==> src/rtl/bias_accum_relu_stage_pkg.sv <==
// Shared constants, result types and lane helpers for the bias/accumulate/ReLU stage.
package bias_accum_relu_stage_pkg;

    localparam int N_ADDER_TREE = 16;
    localparam int DW           = 18;
    localparam int MAX_GROUPS   = 64;
    localparam int CNT_W        = $clog2(MAX_GROUPS);
    localparam int ACC_W        = DW + CNT_W + 1;
    localparam int BUS_W        = N_ADDER_TREE * DW;

    localparam logic [DW-1:0] SAT_MAX = 18'h1FFFF;
    localparam logic [DW-1:0] SAT_MIN = 18'h20000;

    typedef struct packed {
        logic [DW-1:0] val;
        logic          clip;
    } sat_res_t;

    // In range exactly when every bit from the DW sign position upward agrees.
    function automatic sat_res_t sat_dw(input logic signed [ACC_W:0] x);
        sat_res_t r;
        logic [ACC_W-DW+1:0] hi;
        hi = x[ACC_W:DW-1];
        if ((&hi) || !(|hi)) begin
            r.val  = x[DW-1:0];
            r.clip = 1'b0;
        end else begin
            r.val  = x[ACC_W] ? SAT_MIN : SAT_MAX;
            r.clip = 1'b1;
        end
        return r;
    endfunction

    function automatic logic [DW-1:0] lane_slice(input logic [BUS_W-1:0] bus, input int unsigned idx);
        return bus[idx*DW +: DW];
    endfunction

endpackage

==> src/rtl/bias_accum_relu_stage_if.sv <==
// Valid/ready lane stream carrying N_ADDER_TREE packed DW-bit lanes plus a last marker.
interface bias_accum_relu_stage_if
    import bias_accum_relu_stage_pkg::*;
#(
    parameter int W = BUS_W
);
    logic         valid;
    logic         ready;
    logic [W-1:0] data;
    logic         last;

    modport master (output valid, output data, output last, input ready);
    modport slave  (input valid, input data, input last, output ready);
endinterface

==> src/rtl/bias_accum_relu_stage_lane.sv <==
// One lane: running partial-sum accumulator, bias add, saturation and optional ReLU.
module bias_lane_acc
    import bias_accum_relu_stage_pkg::*;
(
    input  logic          clk,
    input  logic          rst,
    input  logic          accept_i,
    input  logic          last_i,
    input  logic          first_i,
    input  logic          relu_en_i,
    input  logic [DW-1:0] in_lane_i,
    input  logic [DW-1:0] bias_lane_i,
    output logic [DW-1:0] res_o,
    output logic          clip_o
);

    logic signed [ACC_W-1:0] acc_q;
    logic signed [ACC_W-1:0] acc_d;
    logic signed [ACC_W-1:0] acc_base_s;
    logic signed [ACC_W-1:0] acc_next_s;
    logic signed [ACC_W:0]   sum_s;
    sat_res_t                sat_s;
    logic [DW-1:0]           res_q;
    logic [DW-1:0]           res_d;

    // Next accumulator and finished result; a first beat ignores stale accumulator contents.
    always_comb begin
        acc_base_s = first_i ? {ACC_W{1'b0}} : acc_q;
        acc_next_s = acc_base_s + {{(ACC_W-DW){in_lane_i[DW-1]}}, in_lane_i};
        sum_s      = {acc_next_s[ACC_W-1], acc_next_s}
                   + {{(ACC_W+1-DW){bias_lane_i[DW-1]}}, bias_lane_i};
        sat_s      = sat_dw(sum_s);
        acc_d      = acc_q;
        res_d      = res_q;
        clip_o     = 1'b0;
        if (accept_i) begin
            if (last_i) begin
                acc_d  = {ACC_W{1'b0}};
                res_d  = (relu_en_i && sat_s.val[DW-1]) ? {DW{1'b0}} : sat_s.val;
                clip_o = sat_s.clip;
            end else begin
                acc_d = acc_next_s;
            end
        end else begin
            acc_d = acc_q;
        end
    end

    // Lane state registers.
    always_ff @(posedge clk or posedge rst) begin
        if (rst) begin
            acc_q <= {ACC_W{1'b0}};
            res_q <= {DW{1'b0}};
        end else begin
            acc_q <= acc_d;
            res_q <= res_d;
        end
    end

    assign res_o = res_q;

endmodule

==> src/rtl/bias_accum_relu_stage.sv <==
// Accumulates adder-tree partial sums per pixel, adds bias, saturates, optional ReLU.
module bias_accum_relu_stage
    import bias_accum_relu_stage_pkg::*;
(
    input  logic                           clk,
    input  logic                           rst,
    bias_accum_relu_stage_if.slave         in_if,
    bias_accum_relu_stage_if.master        out_if,
    input  logic [BUS_W-1:0]               bias_i,
    input  logic                           relu_en_i,
    output logic                           sat_flag_o,
    output logic                           grp_err_o
);

    logic                    in_ready_s;
    logic                    accept_s;
    logic                    first_s;
    logic [N_ADDER_TREE-1:0] clip_s;
    logic [BUS_W-1:0]        out_data_s;
    logic [CNT_W-1:0]        cnt_q;
    logic [CNT_W-1:0]        cnt_d;
    logic                    out_valid_q;
    logic                    out_valid_d;
    logic                    sat_flag_q;
    logic                    sat_flag_d;
    logic                    grp_err_q;
    logic                    grp_err_d;

    assign in_ready_s = !out_valid_q || out_if.ready;
    assign accept_s   = in_if.valid && in_ready_s;
    assign first_s    = (cnt_q == {CNT_W{1'b0}});

    for (genvar g = 0; g < N_ADDER_TREE; g++) begin : g_lane
        bias_lane_acc u_lane (
            .clk         (clk),
            .rst         (rst),
            .accept_i    (accept_s),
            .last_i      (in_if.last),
            .first_i     (first_s),
            .relu_en_i   (relu_en_i),
            .in_lane_i   (lane_slice(in_if.data, g)),
            .bias_lane_i (lane_slice(bias_i, g)),
            .res_o       (out_data_s[g*DW +: DW]),
            .clip_o      (clip_s[g])
        );
    end

    // Beat counter, output valid and sticky flags; the counter pins at MAX_GROUPS-1 on overrun.
    always_comb begin
        cnt_d       = cnt_q;
        out_valid_d = out_valid_q;
        sat_flag_d  = sat_flag_q | (|clip_s);
        grp_err_d   = grp_err_q;
        if (accept_s && in_if.last) begin
            cnt_d       = {CNT_W{1'b0}};
            out_valid_d = 1'b1;
        end else if (accept_s) begin
            if (cnt_q == CNT_W'(MAX_GROUPS - 1)) begin
                grp_err_d = 1'b1;
            end else begin
                cnt_d = cnt_q + {{(CNT_W-1){1'b0}}, 1'b1};
            end
            if (out_if.ready) begin
                out_valid_d = 1'b0;
            end else begin
                out_valid_d = out_valid_q;
            end
        end else if (out_if.ready) begin
            out_valid_d = 1'b0;
        end else begin
            out_valid_d = out_valid_q;
        end
    end

    // Control state registers.
    always_ff @(posedge clk or posedge rst) begin
        if (rst) begin
            cnt_q       <= {CNT_W{1'b0}};
            out_valid_q <= 1'b0;
            sat_flag_q  <= 1'b0;
            grp_err_q   <= 1'b0;
        end else begin
            cnt_q       <= cnt_d;
            out_valid_q <= out_valid_d;
            sat_flag_q  <= sat_flag_d;
            grp_err_q   <= grp_err_d;
        end
    end

    assign in_if.ready  = in_ready_s;
    assign out_if.valid = out_valid_q;
    assign out_if.data  = out_data_s;
    assign out_if.last  = 1'b1;
    assign sat_flag_o   = sat_flag_q;
    assign grp_err_o    = grp_err_q;

endmodule
==> src/flat_wrapper.sv <==
// flat-port wrapper written by rule: the top's interface ports become plain ports
module bias_accum_relu_stage_flat import bias_accum_relu_stage_pkg::*;
  (clk, rst, bias_i, relu_en_i, sat_flag_o, grp_err_o, in_if_valid, in_if_data, in_if_last, in_if_ready, out_if_valid, out_if_data, out_if_last, out_if_ready);
  bias_accum_relu_stage_if in_if_i ();
  bias_accum_relu_stage_if out_if_i ();
  input  logic clk;
  input  logic rst;
  input  logic [BUS_W-1:0] bias_i;
  input  logic relu_en_i;
  output logic sat_flag_o;
  output logic grp_err_o;
  input wire logic [$bits(in_if_i.valid)-1:0] in_if_valid;
  input wire logic [$bits(in_if_i.data)-1:0] in_if_data;
  input wire logic [$bits(in_if_i.last)-1:0] in_if_last;
  output wire logic [$bits(in_if_i.ready)-1:0] in_if_ready;
  output wire logic [$bits(out_if_i.valid)-1:0] out_if_valid;
  output wire logic [$bits(out_if_i.data)-1:0] out_if_data;
  output wire logic [$bits(out_if_i.last)-1:0] out_if_last;
  input wire logic [$bits(out_if_i.ready)-1:0] out_if_ready;
  assign in_if_i.valid = in_if_valid;
  assign in_if_i.data = in_if_data;
  assign in_if_i.last = in_if_last;
  assign in_if_ready = in_if_i.ready;
  assign out_if_valid = out_if_i.valid;
  assign out_if_data = out_if_i.data;
  assign out_if_last = out_if_i.last;
  assign out_if_i.ready = out_if_ready;
  bias_accum_relu_stage u_core (.clk(clk), .rst(rst), .in_if(in_if_i), .out_if(out_if_i), .bias_i(bias_i), .relu_en_i(relu_en_i), .sat_flag_o(sat_flag_o), .grp_err_o(grp_err_o));
endmodule
==> config.mk <==
export PLATFORM = sky130hd
export DESIGN_NAME = bias_accum_relu_stage_flat
export DESIGN_NICKNAME = d
export VERILOG_FILES = /design/src/rtl/bias_accum_relu_stage_pkg.sv /design/src/rtl/bias_accum_relu_stage_if.sv /design/src/rtl/bias_accum_relu_stage_lane.sv /design/src/rtl/bias_accum_relu_stage.sv /design/src/flat_wrapper.sv
export SDC_FILE = /design/constraint.sdc
export NUM_CORES = 2
export LEC_CHECK = 0
export ABC_AREA = 1
export ABC_CLOCK_PERIOD_IN_PS = 14400
export CAP_MARGIN = 0
export CORE_MARGIN = 3
export CORE_UTILIZATION = 40
export CTS_BUF_LIST = sky130_fd_sc_hd__clkbuf_8
export CTS_CLUSTER_DIAMETER = 150
export DETAILED_ROUTE_END_ITERATION = 16
export GPL_ROUTABILITY_DRIVEN = 1
export GPL_TIMING_DRIVEN = 0
export MAX_ROUTING_LAYER = met4
export PLACE_DENSITY = 0.65
export SETUP_SLACK_MARGIN = 0.4
export SLEW_MARGIN = 15
export SYNTH_ARGS = -nofsm -noshare
export SYNTH_HDL_FRONTEND = slang
export SYNTH_HIERARCHICAL = 1
export SYNTH_SLANG_ARGS = --single-unit
==> constraint.sdc <==
create_clock -name clk -period 14.4 [get_ports clk]
set_input_delay 2.88 -clock clk [delete_from_list [all_inputs] [get_ports clk]]
set_output_delay 2.88 -clock clk [all_outputs]
set_load 0.02 [all_outputs]
# [After elaboration in Yosys (flattened, before gate mapping)]
# Index checks and enable logic that the tools add are counted.
# Widths: inputs -> output; s select.
[totals] regBits=697 input_bits=582 out_inout_bits=293 word_cells=281
[op_classes] addsub=33 eq_ne=2 n_mux=117 bitwise=2 n_reduce_logical=91
[ops] op="$mux 25" count=32
[ops] op="$mux 18" count=32
[ops] op="$add 25x18->26" count=16
[ops] op="$add 25x25->25" count=16
[ops] op="$mux 19" count=16
[ops] op="$reduce_and 9->1" count=16
[ops] op="$reduce_or 9->1" count=16
[ops] op="$mux 1" count=34
[ops] op="$logic_and 1x1->1" count=18
[ops] op="$mux 6" count=3
[ops] op="$logic_not 1->1" count=17
[ops] op="$logic_or 1x1->1" count=17
[ops] op="$reduce_or 16->1" count=1
[ops] op="$add 6x1->6 const B" count=1
[ops] op="$eq 6x6->1 const B" count=1
[ops] op="$logic_not 6->1" count=1
[ops] op="$reduce_and 2->1" count=2
[ops] op="$reduce_bool 2->1" count=2
[ops] op="$reduce_and 3->1" count=1
[ops] op="$ne 2x1->1 const B" count=1
[ops] op="$not 1->1" count=1
[ops] op="$or 1x1->1" count=1

# [Longest topological paths before layout]
[logic_depth] depth_word=12 depth_mapped=41 ltp_nobuf=39

# [Hierarchy]
# Netlist, hierarchy kept.
[modules_own_cells] module="bias_lane_acc (u_core.g_lane[1].u_lane ...)" n_inst=9 cells_each=857 area_each_um2=5207.5 seq_area_each_um2=1076.0
[modules_own_cells] module="bias_lane_acc (u_core.g_lane[12].u_lane ...)" n_inst=3 cells_each=851 area_each_um2=5195.0 seq_area_each_um2=1076.0
[modules_own_cells] module="bias_lane_acc (u_core.g_lane[0].u_lane ...)" n_inst=2 cells_each=845 area_each_um2=5171.2 seq_area_each_um2=1076.0
[modules_own_cells] module="bias_lane_acc (u_core.g_lane[11].u_lane)" n_inst=1 cells_each=817 area_each_um2=5188.7 seq_area_each_um2=1076.0
[modules_own_cells] module="bias_lane_acc (u_core.g_lane[15].u_lane)" n_inst=1 cells_each=814 area_each_um2=4993.5 seq_area_each_um2=1076.0
[modules_own_cells] module="bias_accum_relu_stage" n_inst=1 cells_each=76 area_each_um2=575.6 seq_area_each_um2=225.2

# [Worst setup path after synthesis]
# No wires, ideal clock.
[synth_timing] path_type="input to register" from="input port in_if_data[162]" to="register u_core.sat_flag_q, in the netlist u_core/sat_flag_o" setup_time_ns=0.140 arrival_ns=6.755 t_required_ns=14.260 slack_ns=7.505 cell_stages=30 n_path_buf=1 cell_sequence="ha_1 inv_1 fa_1 nand3b_1 nand2_1 nand2_1 nand2_1 o21ai_0 o21ai_0 a21oi_1 nor2_1 nor2_1 xnor2_1 ha_1 nand2_1 nor2_2 and2_2 nand3b_4 nand3_2 nand2_1 nand2_1 nand2_2 nor2_4 nand3_1 nand2_2 buf_4 nor2_1 or2_2 nor3_1 nand4_1"
[synth_via] elab_chain_cells=10 elab_cells_between_ends=11 classes_between="add/sub: 2; mux: 3; bitwise: 1; reduce/logical: 5"
[synth_lines] item="from (decl)" line="flat_wrapper.sv:13" text="input wire logic [$bits(in_if_i.data)-1:0] in_if_data;"
[synth_lines] item="$add 25x25->25 *" line="bias_accum_relu_stage_lane.sv:29" text="acc_next_s = acc_base_s + {{(ACC_W-DW){in_lane_i[DW-1]}}, in_lane_i};"
[synth_lines] item="$add 25x18->26 *" line="bias_accum_relu_stage_lane.sv:31" text="+ {{(ACC_W+1-DW){bias_lane_i[DW-1]}}, bias_lane_i};"
[synth_lines] item="$reduce_or 9->1" line="bias_accum_relu_stage_pkg.sv:24" text="if ((&hi) || !(|hi)) begin"
[synth_lines] item="$logic_not 1->1" line="bias_accum_relu_stage_pkg.sv:24"
[synth_lines] item="$logic_or 1x1->1 *" line="bias_accum_relu_stage_pkg.sv:24"
[synth_lines] item="$mux 19 *" line="bias_accum_relu_stage_pkg.sv:24"
[synth_lines] item="$mux 1 *" line="bias_accum_relu_stage_lane.sv:37" text="if (last_i) begin"
[synth_lines] item="$mux 1 *" line="bias_accum_relu_stage_lane.sv:36" text="if (accept_i) begin"
[synth_lines] item="net u_core.clip_s[9]" line="bias_accum_relu_stage.sv:18" text="logic [N_ADDER_TREE-1:0] clip_s;"
[synth_lines] item="$reduce_or 16->1 *" line="bias_accum_relu_stage.sv:52" text="sat_flag_d = sat_flag_q | (|clip_s);"
[synth_lines] item="$or 1x1->1 *" line="bias_accum_relu_stage.sv:52"
[synth_lines] item="net u_core.sat_flag_d" line="bias_accum_relu_stage.sv:25" text="logic sat_flag_d;"
[synth_lines] item="to (signal assigned)" line="bias_accum_relu_stage.sv:85" text="sat_flag_q <= sat_flag_d;"
[synth_lines] item="to (decl)" line="bias_accum_relu_stage.sv:24" text="logic sat_flag_q;"
# The timed path passes the listed nets; every way through them passes the cells marked *.
# A chain may end at the register's enable or synchronous reset.

# [Worst setup path in the final report]
[layout_timing] from="input port in_if_data[90]" to="register u_core.sat_flag_q, in the netlist u_core/sat_flag_o"
# The elaborated chain is that of the path after synthesis.

==> metrics.md <==
| Metric | Value |
|---|---|
| Status | complete, no violations |
| Commonest non-fill, non-tap cells in the layout | 4,871 x nand2_1, 2,181 x inv_1, 1,121 x nor2_1 |
| Starting Density | 40.27% |
| Register bit count reported by yosys | 697 |
| Top Layer Used | met4 |
| First-pass GRT wire length | 467,700 µm |
| Total track usage | 28.27% |
| Pwr dens | 192.0 nW/µm² |
| Root Driver | clkbuf_8 |
| FP Rows | 167 |
| Hold Fails Final Rpt | 0 |
| Min-Delay Path Class | flip-flop to flip-flop |
| Wire length on met3 | 17,980 µm |
| EDFF count, synth | 0 |
| Iter 0 DRT Violations | 6,284 |
| Min Tclk post-route | 7.884 ns |
| Hold_sp | u_core/grp_err_o |
| Detailed placement HPWL | 257,100 µm |
| Clk slew on worst S/H paths | 0.07 ns |
| F_max | 126.8 MHz |
| Max clock buf depth | 3 |
| Routed length on met2 | 133,500 µm |
| Leakage | 53.78 nW |
| Mapped Cells | 13,660 |
| CP required | 15.15 ns |
| CTS Hold Buffers Added | 0 |
| Fin crit share | 54.75% |
| Sequential share of the synthesized area | 20.88% |
| Die width | 463.0 µm |
| Met1 Routed Length | 136,300 µm |
| RSZ-0062 raised after global routing | false |
| Cells after DPL | 17,350 |
| CP startpoint kind | input port |
| Antenna violations before repair | 43 |
| Layout Cells excl Fill | 17,660 |
| Final setup viols | 0 |
| I/O Pins | 875 |
| Clock skew | 0.05017 ns |
| Die Area | 214,400 µm² |
| Worst path slowest cell | clkdlybuf4s50_1 |
| Final ANT Viol Nets | 0 |
| WL/cell | 17.23 µm |
| Worst slew pin tran | 0.9354 ns |
| Synth warn | 6 |
| VDD IR max | 112.1 µV |
| Die H | 463.0 µm |
| H-tree level count | 4 |
| PostCTS Resize Cnt | 0 |
| Core box area | 207,500 µm² |
| Pin count of the biggest net entering global routing | 34 |
| Nets | 16,110 |
| Fraction of layout cells with a size suffix above 1 | 6.148% |
| FILL cells | 22,100 |
| Vias/cell | 4.960 |
| CP most frequent cell | nand2_1 |
| Final Max Slew Viols | 0 |
| Total Neg Setup Slack | 0 ns |
| Max_cap viols | 0 |
| Leading cell type in the layout, fill and taps excluded | nand2_1 |
| Max incr delay on CP | 0.54 ns |
| Total Wirelength | 304,100 µm |
| Critical Path Fanout Max | 10 |
| Synth-to-Final Area Change | 19.02% |
| 1st-pass router iterations | 6 |
| Fraction of registers with async set or reset after synthesis | 100.0% |
| # clock sinks | 697 |
| Reg2reg start | u_core/cnt_q[0] |
| Vias in the first global route | 82,410 |
| Synth cell types | 53 |
| Total number of vias | 87,570 |
| Clk Latency, worst-skew pair | 0.92 ns |
| Setup crit start | in_if_data[90] |
| Setup Buffers After CTS | 0 |
| Drt drc | 0 |
| Slew Limit Headroom | 36.98% |
| TritonCTS clock tree | yes |
| Mapped cell area | 83,550 µm² |
| CTS buffer count | 146 |
| Worst Setup End Kind | flip-flop |
| GRT overflow | 0 |
| WS Path Type | input port to flip-flop |
| Avg Inst Size Synth | 6.115 µm² |
| Net count after synthesis | 15,060 |
| Routability Congestion | 0.9833 |
| Main synth FF type | dfrtp_1 |
| Crit path DAT | 8.64 ns |
| IO buf count | 873 |
-- final timing paths --
check,end,depth (start not counted),slack [ns]
setup / recovery,u_core/sat_flag_o,32,6.52
max in group asynchronous,u_core/g_lane[15].u_lane/acc_q[21],3,11.47
min in group asynchronous,u_core/g_lane[6].u_lane/res_o[8],2,2.23
hold reg to reg,u_core/grp_err_o,2,0.46
hold / removal,u_core/grp_err_o,2,0.46
setup reg to reg,u_core/sat_flag_o,39,6.84
-- sequential cells by signal, indices dropped and copies added, names as in the netlist --
name                        flops
u_core/out_if.valid             1
u_core/g_lane.u_lane/res_o    288
u_core/sat_flag_o               1
u_core/g_lane.u_lane/acc_q    400
u_core/cnt_q                    6
u_core/grp_err_o                1
-- final cells by class --
class                   count  area [µm²]  share of cell area, %
clock buffers             179        2464                  2.477
well taps                2788        3488                  3.508
inverters                2218        8327                  8.373
repair buffers            901        9270                  9.322
clock inverters            75       533.0                 0.5360
plain buffers             221        1106                  1.112
multi-input cells       10530       56690                  57.01
flip-flops and latches    697       17440                  17.54
diodes                     50       125.1                 0.1258
-- report_power, final --
group,internal [mW],switching (mW)
Sequential,2.62,0.338
Clock,1.23,1.03
Combinational,4.83,9.04
Total,8.68,10.4
-- metrics by stage --
step                power [mW]  worst slack (ns)  utilization, %  hold WS [ns]  cell area, µm²
floorplan                12.69             7.505               -        0.4489           83550
global placement         16.68             2.106           46.16        0.4451           95780
detailed placement       16.72             5.731           46.42        0.4539           96320
CTS                      19.13             6.768           47.87        0.4679           99320
global route             20.96             6.069           47.92        0.4955           99440
finish                   19.09             6.516           47.93        0.4640           99450
-- kinds of logic (layout without fill, tap and decap cells) --
group	count (synthesis)	after routing	share of synthesized area, %
AO/OA/AOI/OAI	1490	1490	10.02
AND/OR/NAND/NOR	7623	7623	39.02
adder cells (fa/ha/maj)	818	818	12.54
flip-flops	697	697	20.88
other	1	51	0.004488
XOR/XNOR	595	595	6.255
buffers and inverters	2439	3594	11.29
-- metal layers --
| metal | track usage, % | vias to the layer above |
|---|---|---|
| met4 | 13.58 | 0 |
| li1 | - | 45300 |
| met5 | - | - |
| met1 | 35.58 | 39410 |
| met2 | 43.93 | 2381 |
| met3 | 4.871 | 483 |
-- cell usage after synthesis, drive strengths merged (20+ instances only) --
| cell | n | area, µm² |
|---|---|---|
| nor4 | 44 | 275.3 |
| dfrtp | 697 | 17440 |
| and2 | 61 | 404.2 |
| a31oi | 96 | 600.6 |
| xnor2 | 270 | 2365 |
| a211oi | 20 | 150.1 |
| nor2 | 1297 | 5539 |
| inv | 2209 | 8292 |
| nand4 | 236 | 1476 |
| a21oi | 604 | 3218 |
| nand3 | 746 | 4076 |
| buf | 72 | 546.8 |
| nand3b | 63 | 723.2 |
| o21ai | 505 | 2539 |
| a21o | 43 | 322.8 |
| o21bai | 39 | 292.8 |
| clkbuf | 149 | 559.3 |
| ha | 786 | 9834 |
| nor3 | 83 | 415.4 |
| or2 | 24 | 150.1 |
| o22ai | 117 | 732.0 |
| nand2 | 5069 | 19540 |
| fa | 32 | 640.6 |
| o31ai | 20 | 150.1 |
| xor2 | 325 | 2861 |
-- critical path: cells and delay by family --
kind	cells	cell delay (ns)
XOR/XNOR	1	0.30
buffers and inverters	4	0.87
AND/OR/NAND/NOR	20	2.51
adder cells (fa/ha/maj)	3	1.04
AO/OA/AOI/OAI	4	1.00
(Power assumes the default switching activity.)
